File: config.mk
export PLATFORM = sky130hd
export DESIGN_NAME = jtcop_prot_bridge
export DESIGN_NICKNAME = d
export VERILOG_FILES = /design/src/rtl/jtcop_prot_bridge.sv
export SDC_FILE = /design/constraint.sdc
export NUM_CORES = 1
export LEC_CHECK = 0
export BUFFER_PORTS_ARGS = -buffer_cell sky130_fd_sc_hd__buf_2
export CORE_MARGIN = 10
export CORE_UTILIZATION = 49
export DETAILED_ROUTE_END_ITERATION = 6
export MAX_ROUTING_LAYER = met4
export PLACE_DENSITY = 0.86
export SYNTH_ARGS = -nofsm -noshare
export SYNTH_HDL_FRONTEND = slang
export SYNTH_SLANG_ARGS = --single-unit
File: constraint.sdc
create_clock -name clk -period 3.1 [get_ports clk]
set_input_delay 0.155 -clock clk [delete_from_list [all_inputs] [get_ports clk]]
set_output_delay 0.155 -clock clk [all_outputs]
set_load 0.05 [all_outputs]
File: src/rtl/jtcop_prot_bridge.sv
// Main-CPU side of the protection MCU mailbox RAM: sequences 68000 byte accesses
// onto the shared RAM port, returns an acknowledge and drives the doorbell interrupt.
module jtcop_prot_bridge #(
  parameter int            AW       = 11,
  parameter logic [AW-1:0] IRQ_ADDR = '1,
  parameter int            RAM_LAT  = 1,
  parameter int            IRQ_HOLD = 0
) (
  input  logic          clk,
  input  logic          rst_n,
  input  logic          cpu_cen,
  input  logic          main_cs,
  input  logic          main_wrn,
  input  logic [AW-1:0] main_addr,
  input  logic [7:0]    main_dout,
  output logic [7:0]    main_din,
  output logic          main_ok,
  output logic [AW-1:0] ram_addr,
  output logic [7:0]    ram_data,
  output logic          ram_we,
  input  logic [7:0]    ram_q,
  input  logic          mcu_busy,
  input  logic          mcu_ack,
  output logic          mcu_irqn
);

  localparam int HW = (IRQ_HOLD > 0) ? $clog2(IRQ_HOLD + 1) : 1;

  typedef enum logic [1:0] {IDLE, WRITE, READ, DONE} state_t;

  state_t        state_reg, state_next;
  logic [1:0]    lat_reg, lat_next;
  logic [AW-1:0] ram_addr_reg, ram_addr_next;
  logic [7:0]    ram_data_reg, ram_data_next;
  logic          ram_we_reg, ram_we_next;
  logic [7:0]    main_din_reg, main_din_next;
  logic          main_ok_reg, main_ok_next;
  logic          irq_reg, irq_next;
  logic [HW-1:0] hold_reg, hold_next;
  logic          irq_set;

  always_ff @(posedge clk or negedge rst_n) begin
    if (!rst_n) begin
      state_reg    <= IDLE;
      lat_reg      <= 2'd0;
      ram_addr_reg <= '0;
      ram_data_reg <= 8'h00;
      ram_we_reg   <= 1'b0;
      main_din_reg <= 8'hff;
      main_ok_reg  <= 1'b0;
      irq_reg      <= 1'b0;
      hold_reg     <= '0;
    end else begin
      state_reg    <= state_next;
      lat_reg      <= lat_next;
      ram_addr_reg <= ram_addr_next;
      ram_data_reg <= ram_data_next;
      ram_we_reg   <= ram_we_next;
      main_din_reg <= main_din_next;
      main_ok_reg  <= main_ok_next;
      irq_reg      <= irq_next;
      hold_reg     <= hold_next;
    end
  end

  // The write strobe and the doorbell are both registered on the accepting edge,
  // so the interrupt asserts in the same cycle the RAM sees ram_we.
  always_comb begin
    state_next    = state_reg;
    lat_next      = lat_reg;
    ram_addr_next = ram_addr_reg;
    ram_data_next = ram_data_reg;
    ram_we_next   = 1'b0;
    main_din_next = main_din_reg;
    main_ok_next  = main_ok_reg;
    irq_set       = 1'b0;
    case (state_reg)
      IDLE: begin
        if (cpu_cen && main_cs && !mcu_busy) begin
          ram_addr_next = main_addr;
          ram_data_next = main_dout;
          lat_next      = 2'd0;
          if (!main_wrn) begin
            state_next  = WRITE;
            ram_we_next = 1'b1;
            irq_set     = (main_addr == IRQ_ADDR);
          end else begin
            state_next  = READ;
          end
        end
      end
      WRITE: begin
        state_next   = DONE;
        main_ok_next = 1'b1;
      end
      READ: begin
        if (lat_reg == 2'(RAM_LAT - 1)) begin
          main_din_next = ram_q;
          main_ok_next  = 1'b1;
          state_next    = DONE;
        end else begin
          lat_next = lat_reg + 2'd1;
        end
      end
      DONE: begin
        if (cpu_cen && !main_cs) begin
          main_ok_next = 1'b0;
          state_next   = IDLE;
        end
      end
      default: state_next = IDLE;
    endcase
  end

  // A doorbell beats a simultaneous ack; a repeat doorbell reloads the hold time.
  always_comb begin
    irq_next  = irq_reg;
    hold_next = hold_reg;
    if (irq_set) begin
      irq_next  = 1'b1;
      hold_next = HW'(IRQ_HOLD);
    end else if (mcu_ack) begin
      irq_next  = 1'b0;
      hold_next = '0;
    end else if (IRQ_HOLD > 0 && irq_reg) begin
      hold_next = hold_reg - 1'b1;
      if (hold_reg == HW'(1)) irq_next = 1'b0;
    end
  end

  assign main_din = main_din_reg;
  assign main_ok  = main_ok_reg;
  assign ram_addr = ram_addr_reg;
  assign ram_data = ram_data_reg;
  assign ram_we   = ram_we_reg;
  assign mcu_irqn = ~irq_reg;

endmodule

==> results of run 1 <==
## worst paths after layout
check	end	startpoint	depth (start not counted)
max	lat_reg[0]	state_reg[0]	6
min	ram_data[7]	main_dout[7]	2
max reg2reg	lat_reg[0]	state_reg[0]	6
min reg2reg	ram_data[1]	ram_data[1]	1
max in group asynchronous	ram_addr[3]	rst_n	2
min in group asynchronous	ram_data[7]	rst_n	2
## routing by layer
layer / GRT usage / routed length, microns
met3: 0.0378 / 134
met4: 0.0639 / 58
met2: 0.234 / 1980
met5: - / 0
met1: 0.142 / 1360
## cell usage after synthesis
cell,number,share of area
mux2_4,18,0.18
dfrtp_1,26,0.43
nor4_1,1,0.0041
a22oi_1,1,0.0050
and2_1,1,0.0041
mux2i_1,1,0.0066
nand4_1,3,0.012
buf_6,2,0.015
a21oi_1,4,0.013
nor2_1,1,0.0025
o22ai_1,1,0.0041
o211ai_1,1,0.0050
inv_1,6,0.015
nand3_1,2,0.0066
nor2_2,1,0.0041
mux2_2,9,0.067
o21ai_0,3,0.0099
a32oi_1,1,0.0058
dfstp_2,8,0.14
nand2_1,3,0.0074
a21boi_0,1,0.0050
nand2b_1,1,0.0041
a211oi_1,1,0.0050
ha_1,4,0.033
nor2b_1,1,0.0041
nand4b_4,1,0.016
## worst reg2reg max path: cells and delay by family, from the launching register on
kind | cells | cell delay, ns
flip-flops | 1 | 0.43
AND/OR/NAND/NOR | 1 | 0.49
AO/OA/AOI/OAI | 3 | 0.60
buffers and inverters | 1 | 0.10
adder cells (fa/ha/maj) | 1 | 0.30
## stage by stage
stage | setup slack (ns) | instance area, sq um | total power [uW] | cells | util
finish | 1.07 | 1960 | 2550 | 207 | 0.652
global route | 0.883 | 1960 | 2680 | 207 | 0.652
CTS | 1.05 | 1960 | 2580 | 207 | 0.652
detailed placement | 1.06 | 1850 | 2250 | 196 | 0.616
global placement | 1.20 | 1850 | 2190 | 196 | 0.616
floorplan | 1.62 | 1520 | 1930 | 102 | -
## where the power goes
part | switching [uW] | total, uW | internal (uW) | leakage (uW)
registers | 113 | 805 | 692 | 0.000401
clock network | 149 | 316 | 167 | 0.0000450
logic | 965 | 1430 | 462 | 0.000597
total | 1230 | 2550 | 1320 | 0.00104
## layout make-up
type / count / area, sq um / share of cell area
Sequential cell: 34 / 861 / 0.440
Inverter: 6 / 22.5 / 0.0115
Clock buffer: 5 / 37.5 / 0.0192
Timing Repair Buffer: 66 / 345 / 0.176
Clock inverter: 3 / 40.0 / 0.0204
Tap cell: 33 / 41.3 / 0.0211
Multi-Input combinational cell: 60 / 611 / 0.312
## cell families (layout without fill, tap and decap cells)
kind of cell / Yosys count / count (layout) / share of synthesized area
buf+inv: 8 / 80 / 0.0297
fa+ha+maj: 4 / 4 / 0.0330
flops: 34 / 34 / 0.568
mux: 28 / 28 / 0.252
compound gates: 13 / 13 / 0.0528
simple gates: 15 / 15 / 0.0652
==> flow_summary_export.csv, run 1 <==
group,metric,value,unit
outcome,status,"completed",
timing,min_period,2.03,ns
clock_network,cts_buffer_depth,2,
synthesis,yosys_warnings,0,
critical_path,cp_top_family,"compound AO/OA/AOI/OAI gates",
global_routing,antenna_found_initial,0,
synthesis,yosysSeqAreaShare,0.568,
floorplanning,start_util,0.505,
cells_and_area,drive_gt1_frac,0.621,
drt,vias,1074,
floorplanning,ios,64,
synthesis,yosysUniqueCellTypes,26,
clock_network,htree_num_levels,2,
critical_path,ff2ff_setup_slack,1.07,ns
drt,routed_wl,3530,microns
floorplanning,die_h,75.6,microns
flow_run,cap_violations,0,
clock_network,cts.sinks,34,
clock_network,clk_latency,0.34,ns
clock_network,cts_buffers,5,
global_routing,grt_max_degree,35,
cells_and_area,final_nets,211,
clock_network,cts_setup_buffers,0,
placement,gp_congestion,0.742,
cells_and_area,nFillCells,222,
cells_and_area,final_common_cell,"buf_2",
timing,min_period_over_period,0.654,
global_routing,grt_usage,0.136,
critical_path,path_cells,"inv_1 > ha_1 > nand4b_4 > a21boi_0 > a22oi_1 > o21ai_0",
critical_path,cp_max_fo,24,
clock_network,ctsHoldBuffers,3,
cells_and_area,area_growth,29.1,%
clock_network,post_cts_resized,0,
synthesis,netlist_area,1520,sq um
global_routing,grt_pass1_wl,5660,microns
drt,antenna_left,0,
critical_path,cp.arrival,2.25,ns
clock_network,ctsRootBufferMaster,"clkbuf_4",
cells_and_area,largest_reg_flops,11,
timing,max_freq,493,MHz
critical_path,required,3.32,ns
floorplanning,core_area,3000,sq um
placement,place_hpwl,2800,microns
synthesis,syn_nets,140,
min_path,hp-class,"in -> reg",
clock_network,cts_tree,"built",
cells_and_area,final_cell_mix,"buf_2 (63), dfrtp_1 (26), mux2_4 (18), mux2_2 (9), dfstp_2 (8)",
critical_path,critPathMaxStageDelay,0.49,ns
cells_and_area,antennaDiodeCount,0,
floorplanning,dieArea,5720,sq um
timing,rsz0062_at_grt,"no",
drt,viasPerCell,5.19,
floorplanning,row_count,20,
timing,report.final.hold_viol_count,0,
critical_path,path_class,"reg -> reg",
drt,drc_errors,0,
synthesis,avgSynthCellArea,14.9,sq um
floorplanning,dieWidth,75.6,microns
power,vdd_drop_max,0.000734,V
timing,setup_viol,0,
timing,tns,0,ns
global_routing,gr-total-overflow,0,
placement,numPortBuffers,63,
drt,drt-pass1-iter-count,5,
timing,clock_skew,0.00956,ns
power,p_leak,0.00104,uW
power,power_density,1300,nW/um^2
critical_path,critPathBufInv,1,
global_routing,grt_pass1_vias,1216,
drt,drt_iter0_markers,51,
synthesis,synth-seq-cells,34,
critical_path,critPathCaptureType,"flop",
clock_network,clk_pin_slew,0.11,ns
critical_path,start_kind,"flop",
timing,relSlewSlack,0.507,
synthesis,synthCells,102,
timing,worst_pin_slew,0.739,ns
drt,routedWlPerCell,17.0,microns
timing,holdWs,0.0395,ns
critical_path,crit_slowest_cell,"nand4b_4",
timing,slew_violations,0,
Note: power is estimated with default switching activity, not from simulation.
==> run 2: changes to the inputs <==
Settings changed: CORE_UTILIZATION 49 to 42, PLACE_DENSITY 0.86 to 0.78.
Clock period 3.1 ns to 1.81 ns, I/O delays scaled along.
==> run 2 against run 1 <==
Largest cell class unchanged. First-iteration DRC count fell by 12%. Maximum frequency rose by 22%. Die area rose by 12%. Global-route usage rose by 0.40 points. Critical path type unchanged. Via count rose by 10%. Clock skew rose by 0.0049 ns. Design area rose by 14%. Sequential power rose by 74%. Count of clock-buffer cells in the layout did not move. Sequential cell count did not move. Total power rose by 76%. Wire length rose by 23%.
==> flow_summary_export.csv, run 2 (synthesized netlist as in run 1, its figures left out) <==
group,metric,value,unit
drt,viasPerCell,4.80,
clock_network,clk_latency,0.34,ns
global_routing,grt_max_degree,35,
critical_path,critPathCaptureType,"flop",
critical_path,ff2ff_setup_slack,0.16,ns
clock_network,cts.sinks,34,
critical_path,required,2.03,ns
timing,max_freq,604,MHz
min_path,min-delay-start,"main_addr[0]",
global_routing,antenna_found_initial,0,
critical_path,ff2ff_path_depth,5,
floorplanning,ios,64,
floorplanning,row_count,21,
power,total_power,4480,uW
placement,numPortBuffers,63,
timing,min_period_over_period,0.914,
placement,place_hpwl,3010,microns
placement,dpl-instance-area,1880,sq um
timing,rsz0062_at_grt,"no",
cells_and_area,final_cell_mix,"buf_2 (63), dlygate4sd3_1 (27), dfrtp_1 (26), mux2_4 (18), mux2_2 (9)",
cells_and_area,area_growth,47.3,%
timing,report.final.hold_viol_count,0,
drt,antenna_left,0,
clock_network,clk_pin_slew,0.10,ns
critical_path,worst_r2r_startpoint,"state_reg[0]",
power,p_leak,0.00115,uW
clock_network,cts_tree,"built",
cells_and_area,drive_gt1_frac,0.555,
placement,gp_congestion,0.727,
timing,relSlewSlack,0.511,
cells_and_area,final_nets,237,
cells_and_area,largest_reg_flops,11,
drt,routed_wl,4340,microns
drt,drt-pass1-iter-count,4,
drt,drc_errors,0,
floorplanning,dieArea,6410,sq um
cells_and_area,final_common_cell,"buf_2",
global_routing,grt_usage,0.140,
critical_path,cp_max_fo,11,
critical_path,start_kind,"flop",
power,power_density,2000,nW/um^2
clock_network,ctsRootBufferMaster,"clkbuf_4",
min_path,hp-class,"in -> reg",
floorplanning,start_util,0.444,
timing,setup_viol,0,
cells_and_area,finalInstanceArea,2230,sq um
floorplanning,die_h,80.1,microns
cells_and_area,antennaDiodeCount,0,
critical_path,worst_r2r_endpoint,"ram_data[7]",
drt,routedWlPerCell,17.7,microns
clock_network,cts_buffers,5,
drt,vias,1181,
clock_network,cts_setup_buffers,0,
critical_path,path_class,"reg -> reg",
drt,drt_iter0_markers,45,
floorplanning,dieWidth,80.1,microns
floorplanning,core_area,3420,sq um
timing,clock_skew,0.0145,ns
timing,tns,0,ns
global_routing,grt_pass1_wl,6840,microns
timing,slew_violations,0,
timing,worst_pin_slew,0.734,ns
critical_path,cp.arrival,1.88,ns
clock_network,htree_num_levels,2,
clock_network,cts_buffer_depth,2,
flow_run,cap_violations,0,
timing,min_period,1.65,ns
outcome,status,"completed",
global_routing,gr-total-overflow,0,
power,vdd_drop_max,0.000953,V
min_path,whs_path_depth,2,
global_routing,grt_pass1_vias,1356,
min_path,min_to,"ram_addr[0]",
[run 2: how the worst max path moves through the flow]
| stage | slack [ns] | endpoint | cells past startpoint | startpoint |
|---|---|---|---|---|
| 6_report | 0.16 | ram_data[7] | 5 | state_reg[0] |
| 5_1_grt | 0.1 | irq_reg | 6 | state_reg[0] |
| 4_1_cts | 0.14 | state_reg[0] | 6 | state_reg[0] |
| 3_5_place_dp | 0.16 | state_reg[0] | 6 | state_reg[0] |
| 3_3_place_gp | 0.26 | ram_addr[1] | 5 | state_reg[0] |
| 2_1_floorplan | 0.33 | ram_addr[10] | 5 | state_reg[0] |
[run 2: repair_timing]
item | 4_1_cts | 5_1_grt
gates resized for setup | 0 | 1
endpoints found under the hold margin | 52 | 0
hold buffers | 27 | 0
setup endpoints to repair | 0 | 1
[run 2: final cells by class]
cell class	instances	area [sq um]
Clock inverter	3	40.0
Tap cell	46	57.6
Fill cell	259	1180
Inverter	6	22.5
Multi-Input combinational cell	60	614
Sequential cell	34	861
Timing Repair Buffer	92	601
Clock buffer	5	37.5
[run 2: power by group]
part | switching (uW) | internal, uW | total, uW
clock | 258 | 286 | 544
combinational | 1700 | 831 | 2530
sequential | 216 | 1190 | 1400
[run 2: stage by stage]
step / utilization / hold slack (ns) / setup slack (ns) / cells
2_1_floorplan: - / -0.205 / 0.330 / 102
3_3_place_gp: 0.551 / 0.175 / 0.263 / 211
3_5_place_dp: 0.551 / 0.197 / 0.159 / 211
4_1_cts: 0.653 / 0.00518 / 0.141 / 246
5_1_grt: 0.654 / 0.00731 / 0.0997 / 246
6_report: 0.654 / 0.00900 / 0.155 / 246
[run 2: worst max-delay path, stage by stage, from the launching register on]
cell and delay (ns):
dfrtp_1 0.43, inv_1 0.10, ha_1 0.32, nand4b_4 0.16
buf_4 0.23, mux2_4 0.31
[run 2: routing by layer]
metal,up-vias,track usage,routed length (microns)
met2,42,0.255,2430
met4,0,0.0493,63
met3,7,0.0345,191
li1,557,-,-
met5,-,-,0
met1,575,0.143,1650
==> run 3: changes to the inputs <==
Settings changed: CORE_UTILIZATION 42 to 47, PLACE_DENSITY 0.78 to 0.83.
Clock period 1.81 ns to 1.6 ns, I/O delays scaled along.
==> run 3 against run 2 <==
Sequential power increased by 14%. Register-to-register slack worse by 0.15 ns. Combinational power is 18% higher. Die area shrank 8.0%. Critical endpoint is now state_reg[0]. Largest cell class unchanged.
==> flow_summary_export.csv, run 3 (synthesized netlist as in run 1, its figures left out) <==
group,metric,value,unit
cells_and_area,antennaDiodeCount,0,
global_routing,grt_pass1_vias,1384,
flow_run,cap_violations,0,
critical_path,critPathMaxStageDelay,0.39,ns
timing,slew_violations,0,
cells_and_area,finalInstanceArea,2290,sq um
drt,routedWlPerCell,18.6,microns
clock_network,cts_buffers,5,
drt,drt-pass1-iter-count,4,
clock_network,cts.sinks,34,
placement,gp_congestion,0.828,
placement,dpl-instance-area,1890,sq um
timing,setup_viol,0,
critical_path,critPathBufInv,1,
cells_and_area,area_growth,51.1,%
global_routing,grt_usage,0.152,
clock_network,ctsRootBufferMaster,"clkbuf_4",
drt,drc_errors,0,
cells_and_area,final_common_cell,"buf_2",
timing,min_period_over_period,0.994,
power,power_density,2220,nW/um^2
cells_and_area,fin_cells,250,
critical_path,crit_slowest_cell,"dfrtp_1",
power,total_power,5080,uW
global_routing,gr-total-overflow,0,
min_path,hp-class,"in -> reg",
timing,max_freq,629,MHz
timing,report.final.hold_viol_count,0,
cells_and_area,final_nets,243,
power,p_seq_frac,0.313,
floorplanning,dieWidth,76.8,microns
clock_network,cts_buffer_depth,2,
critical_path,critPathCaptureType,"flop",
clock_network,clk_latency,0.35,ns
global_routing,grt_max_degree,35,
floorplanning,row_count,20,
global_routing,antenna_found_initial,0,
floorplanning,ios,64,
cells_and_area,register_area,862,sq um
power,cellInternalPower,2560,uW
timing,worst_pin_slew,0.730,ns
critical_path,cp_top_family,"flip-flops",
power,p_switching,2520,uW
drt,viasPerCell,4.96,
placement,place_hpwl,2980,microns
drt,routed_wl,4650,microns
global_routing,grt_pass1_wl,6870,microns
critical_path,start_kind,"flop",
outcome,status,"completed",
timing,clock_skew,0.00959,ns
floorplanning,dieArea,5900,sq um
drt,antenna_left,0,
power,vdd_drop_max,0.00135,V
power,pwr-share-comb,0.586,
clock_network,htree_num_levels,2,
placement,placed_cells,211,
power,p_sw_frac,0.496,
power,p_leak,0.00118,uW
cells_and_area,largest_reg_flops,11,
critical_path,cp_max_fo,4,
cells_and_area,final_cell_mix,"buf_2 (63), dlygate4sd3_1 (30), dfrtp_1 (25), mux2_4 (18), mux2_2 (9)",
floorplanning,core_area,3080,sq um
clock_network,cts_tree,"built",
power,power.share.clock,0.101,
timing,relSlewSlack,0.514,
floorplanning,die_h,76.8,microns
clock_network,clk_pin_slew,0.11,ns
critical_path,path_class,"reg -> reg",
critical_path,cp.arrival,1.82,ns
cells_and_area,nFillCells,173,
cells_and_area,multi_input_area,631,sq um
critical_path,required,1.83,ns
placement,numPortBuffers,63,
drt,vias,1239,
cells_and_area,drive_gt1_frac,0.568,
floorplanning,start_util,0.493,
drt,drt_iter0_markers,68,
critical_path,path_cells,"inv_1 > ha_1 > nor2b_2 > a21oi_1 > mux2i_1 > nand3_1",
timing,min_period,1.59,ns
[run 3: area by class of cell]
cell class / instances / share of cell area
Sequential cell: 34 / 0.376
Multi-Input combinational cell: 60 / 0.275
Inverter: 6 / 0.00983
Clock buffer: 6 / 0.0224
Clock inverter: 2 / 0.00546
Tap cell: 44 / 0.0240
Timing Repair Buffer: 98 / 0.287
[run 3: power groups by stage]
stage                     sequential [uW]  combinational (uW)  clock [uW]
after floorplan                      2830                 902           0
after global routing                 1630                3110         568
after global placement               1550                2760           0
after CTS                            1570                2900         520
final                                1590                2980         515
after detailed placement             1580                2850           0
[run 3: final timing paths]
| check | cells after the start | startpoint | endpoint | slack, ns |
|---|---|---|---|---|
| max reg2reg | 6 | state_reg[0] | state_reg[0] | 0.009 |
| min reg2reg | 1 | ram_addr[1] | ram_addr[1] | 0.52 |
| max in group asynchronous | 2 | rst_n | state_reg[1] | 0.76 |
| min in group asynchronous | 2 | rst_n | ram_data[7] | 0.34 |
| min | 3 | mcu_busy | state_reg[0] | 0.10 |
| max | 6 | state_reg[0] | state_reg[0] | 0.009 |
[run 3: worst register-to-register path, stage by stage (launching register included)]
cell and delay (ns):
dfrtp_1 0.39, inv_1 0.08, ha_1 0.25, nor2b_2 0.19, a21oi_1 0.20, mux2i_1 0.26, nand3_1 0.11
[run 3: per-layer routing]
| layer | part of all wire | GRT usage |
|---|---|---|
| met1 | 0.38 | 0.146 |
| met2 | 0.55 | 0.275 |
| met5 | 0 | - |
| met4 | 0.020 | 0.0483 |
| met3 | 0.049 | 0.0559 |
[run 3: repair_timing]
item / in CTS / in global routing
hold buffers: 29 / 1
buffers inserted: 0 / 1
endpoints found under the setup margin: 0 / 17
resized for setup: 0 / 7
endpoints found under the hold margin: 54 / 1
[run 3: stage by stage]
| stage | utilization | hold WS (ns) | TNS [ns] | setup slack (ns) |
|---|---|---|---|---|
| final | 0.744 | 0.102 | 0 | 0.00918 |
| after global placement | 0.615 | 0.159 | 0 | 0.117 |
| after CTS | 0.730 | 0.00341 | 0 | 0.0101 |
| after global routing | 0.744 | 0.0725 | -0.258 | -0.107 |
| after detailed placement | 0.615 | 0.177 | 0 | 0.0331 |
| after floorplan | - | -0.216 | 0 | 0.120 |
